## config.mk

```make
export PLATFORM = sky130hd
export DESIGN_NAME = cipher_seq_ctrl
export DESIGN_NICKNAME = d
export VERILOG_FILES = /design/src/rtl/cipher_pkg.sv /design/src/rtl/cipher_seq_btn_sync.sv /design/src/rtl/cipher_seq_ctrl.sv
export SDC_FILE = /design/constraint.sdc
export NUM_CORES = 1
export LEC_CHECK = 0
export ABC_AREA = 1
export CAP_MARGIN = 10
export CORE_UTILIZATION = 55
export DETAILED_ROUTE_END_ITERATION = 8
export GPL_TIMING_DRIVEN = 0
export PLACE_DENSITY = 0.86
export SLEW_MARGIN = 0
export SYNTH_ARGS = -nofsm -noshare
export SYNTH_HDL_FRONTEND = slang
export SYNTH_SLANG_ARGS = --single-unit
export TNS_END_PERCENT = 1
```

## constraint.sdc

```tcl
create_clock -name clk -period 2.4 [get_ports clk]
set_input_delay 0.36 -clock clk [delete_from_list [all_inputs] [get_ports clk]]
set_output_delay 0.36 -clock clk [all_outputs]
set_load 0.1 [all_outputs]
```

## src/rtl/cipher_pkg.sv

```systemverilog
// Shared definitions for the cipher message sequencer: FSM states,
// cipher method codes, direction encodings and the nibble width.
package cipher_pkg;

    localparam int NIBBLE_W = 4;

    localparam logic [1:0] MTH_RAW    = 2'b00;
    localparam logic [1:0] MTH_CAESAR = 2'b01;
    localparam logic [1:0] MTH_B      = 2'b10;
    localparam logic [1:0] MTH_FREE   = 2'b11;

    localparam logic DIR_DECODE = 1'b0;
    localparam logic DIR_ENCODE = 1'b1;

    typedef enum logic [2:0] {
        S_IDLE,
        S_ISSUE,
        S_WAIT,
        S_CAPTURE,
        S_V_ISSUE,
        S_V_WAIT,
        S_CHECK,
        S_DONE
    } cipher_state_t;

endpackage

```

## src/rtl/cipher_seq_btn_sync.sv

```systemverilog
// Go-button conditioner: two-flop synchronizer on the raw active-low
// button followed by a falling-edge detector. All flops reset to 1 so a
// released button never produces a spurious edge out of reset.
module cipher_seq_btn_sync
    import cipher_pkg::*;
(
    input  logic clk,
    input  logic resetn,
    input  logic go_n,
    output logic go_fall
);

    logic sync_a;
    logic sync_b;
    logic sync_prev;

    // Synchronize the button and keep one cycle of history for edge detection.
    always_ff @(posedge clk) begin
        if (!resetn) begin
            sync_a    <= 1'b1;
            sync_b    <= 1'b1;
            sync_prev <= 1'b1;
        end else begin
            sync_a    <= go_n;
            sync_b    <= sync_a;
            sync_prev <= sync_b;
        end
    end

    assign go_fall = sync_prev & ~sync_b;

endmodule

```

## src/rtl/cipher_seq_ctrl.sv

```systemverilog
// Message-level sequencer for the cipher datapath. Buffers nibbles loaded
// from switches, streams each one through the datapath, writes the result
// back in place and optionally re-runs it in the inverse direction to
// verify it against the original.
// Optional build macro: CIPHER_SEQ_ERRCNT_EN enables the per-run mismatch
// counter on err_count; without it err_count is tied to zero.
module cipher_seq_ctrl
    import cipher_pkg::*;
#(
    parameter int DEPTH      = 8,
    parameter int CIPHER_LAT = 1
)
(
    input  logic                         clk,
    input  logic                         resetn,
    input  logic [NIBBLE_W-1:0]          data_in,
    input  logic                         load,
    input  logic                         go_n,
    input  logic                         decode,
    input  logic [1:0]                   cipher_method,
    input  logic                         verify,
    output logic [NIBBLE_W-1:0]          cph_data,
    output logic                         cph_decode,
    output logic [1:0]                   cph_method,
    input  logic [NIBBLE_W-1:0]          cph_result,
    input  logic [$clog2(DEPTH)-1:0]     rd_idx,
    output logic [NIBBLE_W-1:0]          rd_data,
    output logic [$clog2(DEPTH+1)-1:0]   msg_len,
    output logic                         busy,
    output logic                         done,
    output logic                         verify_pass,
    output logic                         verify_fail,
    output logic [$clog2(DEPTH+1)-1:0]   err_count
);

    localparam int IW = $clog2(DEPTH);
    localparam int LW = $clog2(DEPTH+1);
    localparam int CW = 3;

    cipher_state_t state;
    cipher_state_t state_nxt;

    logic [NIBBLE_W-1:0] buf_mem [DEPTH];
    logic                buf_we;
    logic [IW-1:0]       buf_waddr;
    logic [NIBBLE_W-1:0] buf_wdata;

    logic [IW-1:0]       idx;
    logic [CW-1:0]       wait_cnt;
    logic                dec_lat;
    logic [1:0]          mth_lat;
    logic                ver_lat;
    logic [NIBBLE_W-1:0] orig_reg;

    logic go_fall;
    logic full;
    logic last_entry;
    logic load_ok;
    logic run_start;
    logic mismatch;

    cipher_seq_btn_sync u_btn_sync (
        .clk     (clk),
        .resetn  (resetn),
        .go_n    (go_n),
        .go_fall (go_fall)
    );

    assign full       = (msg_len == LW'(DEPTH));
    assign last_entry = ((LW'(idx) + LW'(1)) == msg_len);
    assign load_ok    = (state == S_IDLE) && load && !full;
    assign run_start  = (state == S_IDLE) && go_fall && !load && (msg_len != '0);
    assign mismatch   = (cph_result != orig_reg);
    assign rd_data    = buf_mem[rd_idx];

    // State register; reset aborts any run straight back to IDLE.
    always_ff @(posedge clk) begin
        if (!resetn) begin
            state <= S_IDLE;
        end else begin
            state <= state_nxt;
        end
    end

    // Next-state decode plus busy/done; a load in the same cycle swallows a go edge,
    // and an empty-buffer go just passes through DONE to give its done pulse.
    always_comb begin
        state_nxt = state;
        busy      = 1'b0;
        done      = 1'b0;
        case (state)
            S_IDLE: begin
                if (go_fall && !load) begin
                    state_nxt = (msg_len == '0) ? S_DONE : S_ISSUE;
                end
            end
            S_ISSUE: begin
                busy      = 1'b1;
                state_nxt = (CIPHER_LAT == 0) ? S_CAPTURE : S_WAIT;
            end
            S_WAIT: begin
                busy = 1'b1;
                if (wait_cnt == CW'(1)) begin
                    state_nxt = S_CAPTURE;
                end
            end
            S_CAPTURE: begin
                busy = 1'b1;
                if (ver_lat) begin
                    state_nxt = S_V_ISSUE;
                end else begin
                    state_nxt = last_entry ? S_DONE : S_ISSUE;
                end
            end
            S_V_ISSUE: begin
                busy      = 1'b1;
                state_nxt = (CIPHER_LAT == 0) ? S_CHECK : S_V_WAIT;
            end
            S_V_WAIT: begin
                busy = 1'b1;
                if (wait_cnt == CW'(1)) begin
                    state_nxt = S_CHECK;
                end
            end
            S_CHECK: begin
                busy      = 1'b1;
                state_nxt = last_entry ? S_DONE : S_ISSUE;
            end
            S_DONE: begin
                done      = 1'b1;
                state_nxt = S_IDLE;
            end
            default: begin
                state_nxt = S_IDLE;
            end
        endcase
    end

    // Steer the single buffer write port between switch loads and captured results.
    always_comb begin
        buf_we    = 1'b0;
        buf_waddr = idx;
        buf_wdata = cph_result;
        if (resetn) begin
            if (load_ok) begin
                buf_we    = 1'b1;
                buf_waddr = IW'(msg_len);
                buf_wdata = data_in;
            end else if (state == S_CAPTURE) begin
                buf_we = 1'b1;
            end
        end
    end

    // Message buffer storage; contents are deliberately not reset.
    always_ff @(posedge clk) begin
        if (buf_we) begin
            buf_mem[buf_waddr] <= buf_wdata;
        end
    end

    // Run bookkeeping, datapath drive and the sticky verify flags.
    always_ff @(posedge clk) begin
        if (!resetn) begin
            msg_len     <= '0;
            idx         <= '0;
            wait_cnt    <= '0;
            dec_lat     <= DIR_DECODE;
            mth_lat     <= MTH_RAW;
            ver_lat     <= 1'b0;
            orig_reg    <= '0;
            cph_data    <= '0;
            cph_decode  <= DIR_DECODE;
            cph_method  <= MTH_RAW;
            verify_pass <= 1'b0;
            verify_fail <= 1'b0;
        end else begin
            case (state)
                S_IDLE: begin
                    if (load_ok) begin
                        msg_len <= msg_len + LW'(1);
                    end
                    if (run_start) begin
                        dec_lat     <= decode;
                        mth_lat     <= cipher_method;
                        ver_lat     <= verify;
                        idx         <= '0;
                        verify_pass <= 1'b0;
                        verify_fail <= 1'b0;
                    end
                end
                S_ISSUE: begin
                    cph_data   <= buf_mem[idx];
                    cph_decode <= dec_lat;
                    cph_method <= mth_lat;
                    wait_cnt   <= CW'(CIPHER_LAT);
                end
                S_WAIT, S_V_WAIT: begin
                    wait_cnt <= wait_cnt - CW'(1);
                end
                S_CAPTURE: begin
                    orig_reg <= buf_mem[idx];
                    if (!ver_lat) begin
                        idx <= idx + IW'(1);
                    end
                end
                S_V_ISSUE: begin
                    cph_data   <= buf_mem[idx];
                    cph_decode <= (dec_lat == DIR_ENCODE) ? DIR_DECODE : DIR_ENCODE;
                    cph_method <= mth_lat;
                    wait_cnt   <= CW'(CIPHER_LAT);
                end
                S_CHECK: begin
                    if (mismatch) begin
                        verify_fail <= 1'b1;
                    end
                    idx <= idx + IW'(1);
                end
                S_DONE: begin
                    if (ver_lat && !verify_fail) begin
                        verify_pass <= 1'b1;
                    end
                end
                default: begin
                end
            endcase
        end
    end

`ifdef CIPHER_SEQ_ERRCNT_EN
    // Per-run mismatch counter, cleared at run start and saturating at DEPTH.
    always_ff @(posedge clk) begin
        if (!resetn) begin
            err_count <= '0;
        end else if (run_start) begin
            err_count <= '0;
        end else if ((state == S_CHECK) && mismatch && (err_count != LW'(DEPTH))) begin
            err_count <= err_count + LW'(1);
        end
    end
`else
    assign err_count = '0;
`endif

endmodule

```

Word level (Yosys, flattened, before mapping)
Memories as Yosys holds them, arrays and structs flattened. A register that Yosys moved wholly into a read port is not among the register bits.
Cells that the tools add are included.

word-level totals
  bits in registers = 33
  memories kept = 1
  RAM bits = 32
  input bits = 19
  output and inout bits = 23
  word-level logic and storage cells = 99

operators by class
  equal/unequal tests = 18
  add/subtract/negate cells = 4
  reductions and logical operators = 27
  mux-type cells = 31
  bitwise operators = 2

memory list
  name     depth  bits a word  read ports  clocked after Yosys merged registers in  write ports  RTL line               source
  buf_mem  8      4            2           1                                        1            cipher_seq_ctrl.sv:43  logic [NIBBLE_W-1:0] buf_mem [DEPTH];

operators by type and width
  cell                                                                   number
  3-bit two-way mux                                                      12
  3-bit one-hot mux with 8 select lines                                  1
  3-bit equality test, second input constant                             4
  2-bit != test, second input constant                                   6
  3-bit AND reduction                                                    4
  1-bit two-way mux                                                      11
  3-bit one-hot mux with 3 select lines                                  1
  4-bit two-way mux                                                      2
  2-bit nonzero test                                                     4
  1-bit logical AND                                                      7
  3-bit by 1-bit equality test with 1-bit output, second input constant  2
  3-bit by 2-bit equality test with 1-bit output, second input constant  2
  1-bit one-hot mux with 2 select lines                                  3
  3-bit one-hot mux with 2 select lines                                  1
  6-bit OR reduction                                                     1
  3-bit by 1-bit adder with 4-bit output, second input constant          1
  4-bit by 1-bit adder with 4-bit output, second input constant          1
  4-bit equality test                                                    1
  4-bit equality test, second input constant                             1
  4-bit zero test                                                        1
  4-bit != test                                                          1
  2-bit AND reduction                                                    2
  4-bit nonzero test                                                     1
  2-bit OR reduction                                                     2
  other kinds (8)                                                        10

Longest topological paths before layout
Gate-level depths: netlist of the first run.

  word-level depth = 9
  depth in mapped cells = 12
  mapped depth without buffers = 11

Cells and area by module
From an unflattened synthesis of the first run, not the netlist that was laid out.

unflattened totals
  cell total of the unflattened synthesis = 396
  area total of the unflattened synthesis = 3357.0 um2

modules (own cells, without submodules)
  module               area an instance (um2)  instances  cells an instance
  cipher_seq_ctrl      3266.9                  1          385
  cipher_seq_btn_sync  90.1                    1          11

Worst setup path after synthesis of the first run
No wires, ideal clock.

  kind = register to register
  from = reg msg_len[0]
  to = mem buf_mem[5][0], enable pin
  period minus slack after synthesis = 2.972 ns
  library setup time = 0.329 ns
  stages on the path, launching flop included = 13
  arrival time = 2.642 ns
  path buffers = 1
  path slack = -0.572 ns
  cell sequence = dfxtp_1 inv_1 ha_1 nand2_1 nor2_1 nor3_4 nand2_2 buf_6 nand2_2 o21ai_2 clkinv_1 nand2_1 nor2_1

on the way
  longest elaborated chain between the ends = 7
  elaborated cells on any way between the ends = 9
  those cells by class = 1 x eq/ne; 6 x mux; 2 x reduce/logical

ends and longest elaborated chain
  element                                  RTL line                source
  from (decl)                              cipher_seq_ctrl.sv:28   output logic [$clog2(DEPTH+1)-1:0] msg_len,
  from (signal assigned)                   cipher_seq_ctrl.sv:181  msg_len <= msg_len + LW'(1);
  4-bit equality test                      cipher_seq_ctrl.sv:69   assign full = (msg_len == LW'(DEPTH));
  1-bit zero test                          cipher_seq_ctrl.sv:71   assign load_ok = (state == S_IDLE) && load && !full;
  1-bit logical AND                        cipher_seq_ctrl.sv:71
  1-bit two-way mux                        cipher_seq_ctrl.sv:145  if (load_ok) begin
  1-bit two-way mux                        cipher_seq_ctrl.sv:144  if (resetn) begin
  1-bit two-way mux                        cipher_seq_ctrl.sv:157  if (buf_we) begin
  1-bit two-way mux (implied by the code)  cipher_seq_ctrl.sv:158  buf_mem[buf_waddr] <= buf_wdata;
  to (decl)                                cipher_seq_ctrl.sv:43

Parallel ways exist; a longest one is shown, timed or not.

Worst setup path after layout of the first run
  from = reg state[2]
  to = out busy

on the way
  longest elaborated chain between the ends = 3
  elaborated cells on any way between the ends = 8
  those cells by class = 6 x eq/ne; 1 x mux; 1 x reduce/logical

ends and longest elaborated chain
  element                                                                       RTL line               source
  from (decl)                                                                   cipher_seq_ctrl.sv:40  cipher_state_t state;
  from (signal assigned)                                                        cipher_seq_ctrl.sv:81  state <= state_nxt;
  3-bit by 2-bit equality test with 1-bit output, or another cell as far along  cipher_seq_ctrl.sv:91  case (state)
  6-bit OR reduction (no line) *                                                --
  1-bit two-way mux *                                                           cipher_seq_ctrl.sv:91
  to (decl)                                                                     cipher_seq_ctrl.sv:29  output logic busy,

Every way passes the cells marked *; elsewhere a longest branch is shown, timed or not.

==> flow_summary.ini, run 1 <==
[critical_path]
reg2reg_depth = 10
crit_path_frequent_cell = inv_1
cp_cell_sequence = inv_1, nand2_4, nand2_1, inv_1, clkdlybuf4s15_1
rr_startpoint = msg_len[0]
r2r-end = buf_mem[5][3]
crit_type = register to output pin
cp_max_fo = 7
regToRegSetupSlack_ns = 0.11
slowest_delay_ns = 0.81
end_kind = output pin
worst_path_max_delay_cell = clkdlybuf4s15_1
start_kind = register
crit_required_ns = 2.04
cp-startpoint = state[2]
crit_arrival_ns = 2.00
setup.worst_path.end = busy

[routing]
wirelength_mm = 8.05
drt_pass1_iterations = 5
drtIter0Drc = 171
vias = 2945
ant_nets = 0
viasPerCell = 5.59
drc = 0
wl_per_cell_microns = 15.3

[sta]
slew_violations = 0
rsz0062_at_grt = yes
fmax_mhz = 424
relSlewSlack_pct = 33.5
hold_viol_final = 0
worst_slack_ns = 0.0389
min_period_over_period_pct = 98.4
worst_pin_slew_ns = 0.995
finalSetupViolations = 0
hold_slack_ns = 0.429
tns_ns = 0
fin_crit_ns = 2.36
finClkSkew_ns = 0.0115

[clocking]
insertion_delay_ns = 0.35
htreeDepth = 3
cts_hold_buf = 0
postCtsSetupBuffers = 0
cts.path.max_buffers = 2
clkSinkCount = 68
cts-root-buf = clkbuf_8
cts-buffers-inserted = 9
clk_pin_slew_ns = 0.08
cts_tree = yes

[synth]
syn_avg_cell_area_sq_um = 8.47
synth_most_common_cell = o21ai_0
synthArstFlopShare_pct = 0
yosys.area.top_type = edfxtp_1
yosysWarnings = 0
synth_edf_count = 32
synth_area_sq_um = 3350
synth_area_leaders = edfxtp_1 29%, dfxtp_1 21%, o21ai_0 10%
ys_seq_area_share_pct = 50.1
synth_top_area_share_pct = 28.7
syn_inst = 396
ys_ff_latch = 68
synth.distinct_cells = 37
synthFlopType = dfxtp_1
synth_commonest_cells = 68 x o21ai_0, 51 x nor2_1, 43 x nand2_1, 39 x inv_1

[placed_design]
dp.cells = 511
pre_cts_ws_ns = -1.09
port_buffers = 37
dp_hpwl_mm = 5.94
gp_congestion = 0.930

[layout]
regArea_sq_um = 1680
largest_register_ffs = 32
finalNonFillerCells = 527
multi_input_area_sq_um = 1440
diodes = 0
drive_above_1_share_pct = 14.8
regMostFlops = buf_mem
syn_to_final_growth_pct = 21.5
fill_cells = 455
final_core_util_pct = 69.2
nets = 471

[pwr]
p_comb_share_pct = 40.5
netSwitchingFraction_pct = 43.6
p_sw_w = 0.00180
seqPwrFrac_pct = 36.1
intPower_w = 0.00233
vdd_ir_drop_max_mv = 0.678
power.density_nw_per_um2 = 1010
clockPowerShare_pct = 23.4
leakagePower_nw = 1.57

[die]
io_pins = 42
initial_core_util_pct = 57.0
dieArea_sq_um = 6410
die_h_microns = 80.1
die_w_microns = 80.1
num_rows = 28
core_area_sq_um = 5890

[global_routing]
grt_start_max_net_pins = 14
grt_pass1_wl_mm = 12.9
grt_pass1_vias = 2743
grt_overflow = 0
grtUsageTotal_pct = 27.2
antenna_found_initial = 0

[flow_run]
drv_cap = 0

[status]
status = completed

[min_path]
hp-class = register to register
-- layout by cell type, fill, tap and decap left out, drive strengths merged, types with 11 or more instances in the layout --
| cell | count |
|---|---|
| inv | 41 |
| buf | 13 |
| edfxtp | 32 |
| clkbuf | 19 |
| nand3 | 11 |
| clkdlybuf4s50 | 29 |
| nand2 | 51 |
| o21ai | 73 |
| dfxtp | 36 |
| a21oi | 36 |
| nor2 | 54 |
-- cells by family after synthesis --
| family | Yosys count | share of synthesized area [%] |
|---|---|---|
| flip-flops | 68 | 50.1 |
| AND/OR/NAND/NOR | 125 | 16.6 |
| buffers and inverters | 60 | 7.72 |
| AO/OA/AOI/OAI | 128 | 20.9 |
| adder cells (fa/ha/maj) | 5 | 1.87 |
| XOR/XNOR | 5 | 1.31 |
| other | 1 | 0.112 |
| multiplexers | 4 | 1.34 |
-- worst min-delay path by stage --
stage | to | depth (start not counted) | slack, ns | startpoint
after CTS | u_btn_sync.sync_prev | 2 | 0.43 | u_btn_sync.sync_b
after global placement | u_btn_sync.sync_prev | 2 | 0.40 | u_btn_sync.sync_b
after detailed placement | u_btn_sync.sync_prev | 2 | 0.41 | u_btn_sync.sync_b
final | u_btn_sync.sync_prev | 2 | 0.43 | u_btn_sync.sync_b
after global routing | u_btn_sync.sync_b | 1 | 0.45 | u_btn_sync.sync_a
after floorplan | u_btn_sync.sync_prev | 2 | 0.39 | u_btn_sync.sync_b
-- through the flow --
step,area [sq um],total power (W)
2_1_floorplan,3370,0.00276
6_report,4070,0.00413
3_5_place_dp,3830,0.00316
5_1_grt,4070,0.00434
4_1_cts,4050,0.00411
3_3_place_gp,3830,0.00311
-- final cells by class --
cell class	instances	area share, %
clock inverters	5	0.952
inverters	43	3.99
multi-input cells	271	35.4
clock buffers	11	4.27
well taps	75	2.30
plain buffers	17	2.58
flip-flops and latches	68	41.3
repair buffers	37	9.12
-- power groups by stage --
stage,Clock (W),Combinational (W),Sequential (W)
after global routing,0.00103,0.00180,0.00151
final,0.000965,0.00167,0.00149
after detailed placement,0,0.00165,0.00151
after floorplan,0,0.000909,0.00185
after CTS,0.000969,0.00165,0.00149
after global placement,0,0.00161,0.00150
-- critical path, delay by kind of cell (launching register included) --
| kind | cells | cell delay, ns |
|---|---|---|
| flops | 1 | 0.39 |
| simple gates | 2 | 0.23 |
| buf+inv | 3 | 1.02 |
-- layer usage --
metal / vias to the layer above / share of wire (%) / routed length, microns / global-route usage [%]
met4: 0 / 2.1 / 166 / 9.29
met2: 106 / 50 / 4020 / 45.7
met5: - / 0 / 0 / 0
met3: 18 / 5.0 / 404 / 7.39
met1: 1376 / 43 / 3450 / 33.7
li1: 1445 / - / - / -
-- timing repair --
action	in CTS	in global routing
setup endpoints to repair	6	36
resized for setup	38	11
hold endpoints to repair	0	0
No activity file was read; power rests on OpenSTA's default activity.
==> run 2: changes to the inputs <==
==> constraint.sdc (replaced) <==
create_clock -name clk -period 2.4 [get_ports clk]
set_input_delay 0.36 -clock clk [delete_from_list [all_inputs] [get_ports clk]]
set_output_delay 0.36 -clock clk [all_outputs]
set_load 0.01 [all_outputs]
==> run 2 against run 1 <==
  * Power shrank 12%
  * Largest cell class unchanged
  * Critical endpoint is now rd_data[1]
  * Critical path type is now input pin to output pin
  * Die area unchanged
  * Wire length is 2.7% higher
==> flow_summary.ini, run 2 (same netlist as run 1, synthesis figures left out) <==
[status]
status = completed

[die]
dieArea_sq_um = 6410
io_pins = 42
die_h_microns = 80.1
initial_core_util_pct = 57.0
num_rows = 28
core_area_sq_um = 5890
die_w_microns = 80.1

[placed_design]
gp_congestion = 0.932
dp_hpwl_mm = 5.95
dp.cells = 511
dpl_cell_area_sq_um = 3830
port_buffers = 37

[routing]
drt_pass1_iterations = 8
drtIter0Drc = 243
wirelength_mm = 8.27
viasPerCell = 5.63
ant_nets = 0
wl_per_cell_microns = 15.7
vias = 2968
drc = 0

[layout]
largest_register_ffs = 32
fill_cells = 433
regMostFlops = buf_mem
final_cell_mix = 66 x o21ai_0, 43 x nor2_1, 42 x nand2_1, 38 x inv_1, 36 x a21oi_1
syn_to_final_growth_pct = 22.5
finalNonFillerCells = 527
nets = 471
drive_above_1_share_pct = 14.6
multi_input_area_sq_um = 1500
regArea_sq_um = 1690
diodes = 0
final_common_cell = o21ai_0
final_area_sq_um = 4110

[sta]
rsz0062_at_grt = yes
finClkSkew_ns = 0.0144
min_period_over_period_pct = 98.2
hold_viol_final = 0
finalSetupViolations = 0
fin_crit_ns = 2.36
fmax_mhz = 424
slew_violations = 0

[global_routing]
grt_busiest_layer = met2
grt_start_max_net_pins = 14
grtUsageTotal_pct = 27.5
use_met3_pct = 5.34
antenna_found_initial = 0
use_met1_pct = 32.7
grt_pass1_vias = 2839
grt_pass1_wl_mm = 13.2
gr-usage-met2_pct = 48.3
grt_overflow = 0

[critical_path]
slowest_delay_ns = 0.57
worst_path_max_delay_cell = clkdlybuf4s50_1
crit_path_frequent_cell = o21ai_0
crit_cells = 7
cp-startpoint = rd_idx[1]
crit_type = input pin to output pin
crit_arrival_ns = 2.00
rr_startpoint = msg_len[0]
regToRegSetupSlack_ns = 0.21
cp_max_fo = 10
r2r-end = buf_mem[0][2]
setup.worst_path.end = rd_data[1]
crit_required_ns = 2.04
cp_cell_sequence = clkdlybuf4s15_1, buf_4, o21ai_0, o21ai_0, nor2_1, a31oi_1, clkdlybuf4s50_1
crit_family = buffers and inverters
end_kind = output pin
reg2reg_depth = 10
start_kind = input pin
critical_path_buf_inv_count = 3

[pwr]
vdd_ir_drop_max_mv = 0.655
leakagePower_nw = 1.55
power.density_nw_per_um2 = 882

[clocking]
cts-root-buf = clkbuf_8
insertion_delay_ns = 0.35
cts-buffers-inserted = 9
cts.path.max_buffers = 2
clkSinkCount = 68
htreeDepth = 3
clk_pin_slew_ns = 0.08
cts_tree = yes

[flow_run]
drv_cap = 0

[min_path]
hp-class = register to register
[run 2: changes by cell type in the layout (fill, tap and decap cells not counted), moves of 2 or more]
cell,before,now
o21ai_0,68,66
clkdlybuf4s50_1,29,35
clkbuf_4,2,0
buf_6,5,2
dlygate4sd2_1,2,0
o21ai_1,1,3
nor2_4,2,10
nor2_2,9,1
[run 2: layout make-up]
type,instances,area share (%)
flip-flops and latches,68,41.0
multi-input cells,271,36.4
repair buffers,37,8.89
inverters,43,3.96
clock buffers,10,3.62
plain buffers,17,2.71
well taps,75,2.28
clock inverters,6,1.10
[run 2: what timing repair did]
action / in CTS / in global routing
pin swaps: 0 / 2
buffers inserted: 0 / 0
setup endpoints to repair: 32 / 36
hold buffers: 0 / 0
gates resized for setup: 14 / 22
[run 2: where the power goes]
part / switching (W) / internal [W]
clock: 0.000466 / 0.000443
combinational: 0.000756 / 0.000468
sequential: 0.000115 / 0.00138
[run 2: tightest hold or removal path, stage by stage (launching register included)]
cell,delay (ns)
dfxtp_1,0.31
inv_1,0.05
nand2_1,0.05
[run 2: per-stage QoR]
step / hold WS (ns) / setup WS (ns) / utilization (%) / power [W] / TNS (ns)
after global placement: 0.405 / -0.447 / 65.1 / 0.00261 / -1.73
after floorplan: 0.392 / 0.238 / - / 0.00226 / 0
final: 0.427 / 0.0431 / 69.8 / 0.00363 / 0
after CTS: 0.432 / -0.0904 / 68.7 / 0.00357 / -1.05
after global routing: 0.452 / -0.0142 / 69.8 / 0.00383 / -0.0142
after detailed placement: 0.414 / -0.495 / 65.1 / 0.00266 / -3.08
[run 2: worst min-delay path by stage]
stage / start / to / cells after the start
2_1_floorplan: u_btn_sync.sync_b / u_btn_sync.sync_prev / 2
3_3_place_gp: u_btn_sync.sync_a / u_btn_sync.sync_b / 1
3_5_place_dp: u_btn_sync.sync_a / u_btn_sync.sync_b / 1
4_1_cts: u_btn_sync.sync_a / u_btn_sync.sync_b / 1
5_1_grt: u_btn_sync.sync_a / u_btn_sync.sync_b / 1
6_report: u_btn_sync.sync_b / u_btn_sync.sync_prev / 2
[run 2: layer usage]
layer / wire length (microns) / vias up
li1: - / 1443
met1: 3410 / 1387
met2: 4260 / 114
met3: 393 / 24
met4: 205 / 0
met5: 0 / -
